File: src/rtl/dac_cond.sv
// DAC output conditioning: gain/offset on the offset-binary stream, saturation to DAC range,
// and glitch-free deferred config apply at a midscale crossing (or after a sample timeout).
module dac_cond #(
  parameter int DW  = 14,
  parameter int GW  = 10,
  parameter int TMO = 1024
) (
  input  logic          clk,
  input  logic          rst_n,
  input  logic [DW-1:0] in_data,
  input  logic          in_valid,
  input  logic [GW-1:0] cfg_gain,
  input  logic [DW:0]   cfg_offset,
  input  logic          cfg_load,
  input  logic          clr_stat,
  output logic [DW-1:0] DA_A,
  output logic          out_valid,
  output logic          cfg_pending,
  output logic          clip_flag,
  output logic [15:0]   clip_cnt
);

  localparam int FRAC = 9;
  localparam int CW   = $clog2(TMO + 1);
  localparam int PW   = DW + GW + 1;

  localparam logic [GW-1:0]        GAIN_UNITY = GW'(512);
  localparam logic [CW-1:0]        TMO_C      = CW'(TMO);
  localparam logic [DW:0]          MID_S      = {2'b01, {(DW-1){1'b0}}};
  localparam logic [DW-1:0]        MID_D      = {1'b1, {(DW-1){1'b0}}};
  localparam logic signed [PW-1:0] MID_R      = {{(GW+1){1'b0}}, 1'b1, {(DW-1){1'b0}}};

  // Config FSM; its state is visible on cfg_pending.
  typedef enum logic {ACTIVE = 1'b0, PENDING = 1'b1} cfg_state_t;
  cfg_state_t state, state_nx;

  logic [GW-1:0]      gain_act, gain_pend;
  logic signed [DW:0] off_act, off_pend;
  logic               prev_msb;
  logic [CW-1:0]      tmo_cnt, cnt_nx, cnt_inc;
  logic               apply;

  assign cnt_inc     = tmo_cnt + CW'(1);
  assign cfg_pending = (state == PENDING);

  always_comb begin
    state_nx = state;
    cnt_nx   = tmo_cnt;
    apply    = 1'b0;
    case (state)
      ACTIVE: begin
        if (cfg_load) begin
          state_nx = PENDING;
          cnt_nx   = '0;
        end
      end
      PENDING: begin
        if (cfg_load) begin
          cnt_nx = '0;
        end else if (in_valid) begin
          cnt_nx = cnt_inc;
          if ((in_data[DW-1] != prev_msb) || (cnt_inc == TMO_C)) begin
            apply    = 1'b1;
            state_nx = ACTIVE;
            cnt_nx   = '0;
          end
        end
      end
      default: state_nx = ACTIVE;
    endcase
  end

  always_ff @(posedge clk or negedge rst_n) begin
    if (!rst_n) begin
      state     <= ACTIVE;
      tmo_cnt   <= '0;
      gain_pend <= GAIN_UNITY;
      off_pend  <= '0;
      gain_act  <= GAIN_UNITY;
      off_act   <= '0;
      prev_msb  <= 1'b0;
    end else begin
      state   <= state_nx;
      tmo_cnt <= cnt_nx;
      if (cfg_load) begin
        gain_pend <= cfg_gain;
        off_pend  <= cfg_offset;
      end
      if (apply) begin
        gain_act <= gain_pend;
        off_act  <= off_pend;
      end
      if (in_valid) prev_msb <= in_data[DW-1];
    end
  end

  // S1: centre the sample; the triggering sample of an apply already sees the new settings.
  logic               v1;
  logic signed [DW:0] s1;
  logic [GW-1:0]      g1;
  logic signed [DW:0] o1;

  always_ff @(posedge clk or negedge rst_n) begin
    if (!rst_n) begin
      v1 <= 1'b0;
      s1 <= '0;
      g1 <= GAIN_UNITY;
      o1 <= '0;
    end else begin
      v1 <= in_valid;
      if (in_valid) begin
        s1 <= {1'b0, in_data} - MID_S;
        g1 <= apply ? gain_pend : gain_act;
        o1 <= apply ? off_pend : off_act;
      end
    end
  end

  // S2: signed sample times unsigned gain.
  logic               v2;
  logic signed [PW-1:0] p2;
  logic signed [DW:0] o2;

  always_ff @(posedge clk or negedge rst_n) begin
    if (!rst_n) begin
      v2 <= 1'b0;
      p2 <= '0;
      o2 <= '0;
    end else begin
      v2 <= v1;
      if (v1) begin
        p2 <= $signed({{GW{s1[DW]}}, s1}) * $signed({{(DW+1){1'b0}}, g1});
        o2 <= o1;
      end
    end
  end

  // S3: floor-scale, add offset and midscale, clamp to the DAC code range.
  logic signed [PW-1:0] r3;
  logic                 clip_lo, clip_hi, clip_ev;
  logic [DW-1:0]        sat3;

  always_comb begin
    r3      = (p2 >>> FRAC) + $signed({{GW{o2[DW]}}, o2}) + MID_R;
    clip_lo = r3[PW-1];
    clip_hi = ~r3[PW-1] & (|r3[PW-2:DW]);
    clip_ev = v2 & (clip_lo | clip_hi);
    sat3    = r3[DW-1:0];
    if (clip_lo)      sat3 = '0;
    else if (clip_hi) sat3 = '1;
  end

  always_ff @(posedge clk or negedge rst_n) begin
    if (!rst_n) begin
      DA_A      <= MID_D;
      out_valid <= 1'b0;
      clip_flag <= 1'b0;
      clip_cnt  <= '0;
    end else begin
      out_valid <= v2;
      if (v2) DA_A <= sat3;
      if (clip_ev) begin
        clip_flag <= 1'b1;
        if (clr_stat)                clip_cnt <= 16'd1;
        else if (clip_cnt != 16'hFFFF) clip_cnt <= clip_cnt + 16'd1;
      end else if (clr_stat) begin
        clip_flag <= 1'b0;
        clip_cnt  <= '0;
      end
    end
  end

endmodule
File: config.mk
export PLATFORM = sky130hd
export DESIGN_NAME = dac_cond
export DESIGN_NICKNAME = d
export VERILOG_FILES = /design/src/rtl/dac_cond.sv
export SDC_FILE = /design/constraint.sdc
export NUM_CORES = 1
export LEC_CHECK = 0
export ABC_AREA = 1
export ABC_CLOCK_PERIOD_IN_PS = 6450
export CORE_MARGIN = 4
export CORE_UTILIZATION = 55
export DETAILED_ROUTE_END_ITERATION = 10
export PLACE_DENSITY = 0.72
export SYNTH_ARGS = -nofsm -noshare
export SYNTH_HDL_FRONTEND = slang
export SYNTH_SLANG_ARGS = --single-unit
File: constraint.sdc
create_clock -name clk -period 6.45 [get_ports clk]
set_input_delay 1.29 -clock clk [delete_from_list [all_inputs] [get_ports clk]]
set_output_delay 1.29 -clock clk [all_outputs]
set_load 0.03 [all_outputs]
==> flow_summary.json <==
{
  "status": "complete, no violations",
  "critical_path_arrival_ns": 5.69,
  "synth_top_area_share_pct": 29.0,
  "postRouteAntennaNets": 0,
  "synth.avg_cell_area_um2": 7.62,
  "fillers": 2282,
  "place_area_um2": 15100,
  "crit_buf_inv": 5,
  "drv_cap": 0,
  "core-area_um2": 25200,
  "crit_path_end_kind": "flop",
  "r2r_slack_ns": 1.09,
  "fin_nets": 2150,
  "clockRootBuffer": "clkbuf_16",
  "syn_area_um2": 14100,
  "gp_congestion": 0.891,
  "num_rows": 58,
  "ios": 77,
  "initial_core_util_pct": 55.9,
  "yosysTopAreaCell": "dfrtp_1",
  "synthAdderAreaFrac_pct": 26.2,
  "cts_resized": 0,
  "cts_tree": "done",
  "gr-total-overflow": 0,
  "synth_fp_nets": 2108,
  "ctsLongestPathBuffers": 2,
  "cts-hold-fix-buffers": 0,
  "synthTopCellsByArea": "dfrtp_1 (29%), fa_1 (18%), nand2_1 (16%)",
  "grt_max_degree": 66,
  "worst-path-stages": 19,
  "drt_first_pass_iters": 5,
  "cts.clk_slew.worst_paths_ns": 0.08,
  "cp_cell_sequence": "nand2_1 -> inv_1 -> fa_1 -> inv_1 -> fa_1 -> inv_1 -> fa_1 -> inv_1 -> fa_1 -> fa_1 -> inv_1 -> ha_1 -> nand3_1 -> nor3_1 -> nand3_1 -> nand3_1 -> nand2_1 -> nand3_1 -> nand2_1",
  "crit_required_ns": 6.78,
  "cts-htree-levels": 4,
  "clock.fmax_ghz": 0.187,
  "drc": 0,
  "stdcell_area_um2": 15700,
  "syn_to_final_growth_pct": 11.4,
  "vias_per_cell": 5.09,
  "vias": 11400,
  "cts_sinks": 167,
  "post-route-min-period_ns": 5.36,
  "drt-total-wl_um": 31000,
  "multi_input_area_um2": 8150,
  "die_height_um": 168,
  "timing.hold.ws_ns": 0.474,
  "synth_compound_area_share_pct": 4.12,
  "initialDrtViolationCount": 750,
  "grt_pass1_wl_um": 55200,
  "ys_warn_count": 0,
  "crit_family": "adder cells",
  "antenna_cells": 0,
  "clock_latency_ns": 0.44,
  "max_stage_delay_ns": 0.71,
  "die_w_um": 168,
  "synth_top_family_by_area": "adder cells",
  "finalSetupViolCount": 0,
  "reg2regPathDepth": 19,
  "drive_above_1_share_pct": 2.84,
  "synth-xor-area-share_pct": 2.12,
  "fin_skew_ns": 0.0167,
  "antenna_found_initial": 0,
  "worst_slew_pin_slew_ns": 0.896,
  "layout_worst_path_cycle_share_pct": 83.1,
  "port_buffers": 76,
  "first_global_vias": 11800,
  "ys_types": 39,
  "cts_setup_buffers": 0,
  "start_kind": "flop",
  "synth_cells": 1847,
  "dp_hpwl_um": 23800,
  "synthMuxAreaShare_pct": 0,
  "worstHoldPathCells": 2,
  "finalHoldViolCount": 0,
  "wl_per_cell_um": 13.9,
  "yosysSeqAreaShare_pct": 29.7,
  "grt_setup_unrepaired": "false",
  "track_usage_pct": 23.5,
  "hold_path.class": "flop to flop",
  "crit_type": "flop to flop",
  "relSlewSlack_pct": 40.3,
  "maxSlewViolCount": 0,
  "setup_tns_ns": 0,
  "seqCellArea_um2": 4180,
  "cpMaxStageDelayCell": "fa_1",
  "numCtsBuffers": 17,
  "path_max_fanout": 15,
  "ys_ff_latch": 167,
  "synth_simple_gate_area_share_pct": 25.5,
  "dieArea_um2": 28200
}
cell families after synthesis:
family / after synthesis
DFF: 167
buffers and inverters: 458
AOI/OAI and AO/OA: 106
adders and majority gates: 217
xor gates and xnor gates: 34
and+or+nand+nor: 865
worst min-delay path: stages (launching register included):
cell	delay (ns)
dfstp_2	0.38
nand2_1	0.05
nand2_1	0.05
layer usage:
metal | routed length [um] | GRT usage, % | vias up
met2 | 15100 | 40.5 | 299
li1 | - | - | 5612
met3 | 1550 | 3.10 | 37
met4 | 504 | 5.43 | 0
met1 | 13800 | 31.9 | 5402
met5 | 0 | 0 | -
through the flow:
step	worst slack (ns)	instances	util (%)
finish	1.09	2232	62.2
global route	0.618	2232	62.2
CTS	1.07	2232	62.2
detailed placement	1.10	2200	59.8
global placement	1.20	2200	59.8
floorplan	1.49	1847	-
worst paths after layout:
check / start / to
worst max-delay path: g1[2] / p2[23]
worst min-delay path: DA_A[13] / DA_A[13]
worst max register to register: g1[2] / p2[23]
worst min register to register: DA_A[13] / DA_A[13]
max in group asynchronous: rst_n / o2[13]
min in group asynchronous: rst_n / s1[1]
final cells by class:
cell class | instances | share of cell area [%]
Sequential cell | 167 | 26.7
Clock buffer | 17 | 2.71
Multi-Input combinational cell | 1222 | 52.0
Inverter | 397 | 9.51
Tap cell | 330 | 2.63
Clock inverter | 15 | 1.23
Timing Repair Buffer | 84 | 5.24
cell usage after synthesis, drive strengths merged:
master and count:
a21boi 1, a21o 6, a21oi 28, a31oi 7
and2 27, and3 2, buf 10, clkbuf 51
dfrtp 163, dfstp 4, fa 129, ha 88
inv 397, nand2 618, nand2b 1, nand3 121
nand3b 3, nand4 19, nor2 57, nor3 14
nor3b 1, nor4 2, o21a 3, o21ai 55
o21bai 3, o22ai 2, o31ai 1, xnor2 18
xor2 16
layout by cell type, fill, tap and decap left out, types with 2 or more instances in the layout:
cell type | Yosys | layout
nand2_1 | 617 | 617
inv_1 | 396 | 396
dfrtp_1 | 163 | 163
fa_1 | 129 | 129
nand3_1 | 120 | 120
ha_1 | 88 | 88
clkdlybuf4s50_1 | 0 | 75
o21ai_0 | 54 | 54
nor2_1 | 54 | 53
a21oi_1 | 28 | 28
and2_1 | 26 | 26
nand4_1 | 19 | 19
xnor2_1 | 18 | 18
clkbuf_16 | 0 | 17
xor2_1 | 16 | 16
nor3_1 | 13 | 13
buf_4 | 1 | 8
a31oi_1 | 7 | 7
a21o_1 | 6 | 6
clkinv_8 | 0 | 5
dfstp_2 | 4 | 4
inv_8 | 0 | 4
nor2_2 | 2 | 3
o21bai_1 | 3 | 3
o21a_1 | 3 | 3
nand3b_1 | 3 | 3
nor4_1 | 2 | 2
and3_1 | 2 | 2
o22ai_1 | 2 | 2
clkinv_4 | 0 | 2
inv_12 | 0 | 2
state kept, by name, indices dropped and copies added (netlist names):
register and cells:
clip_flag 1, gain_pend 10, v1 1, off_pend 15, o2 15, out_valid 1
cfg_pending 1, DA_A 14, tmo_cnt 11, prev_msb 1, g1 10, o1 15
off_act 15, p2 16, s1 14, clip_cnt 16, v2 1, gain_act 10
Power is not shown: default switching activity piles up to over one toggle a cycle in this logic, so the estimate is an artifact.
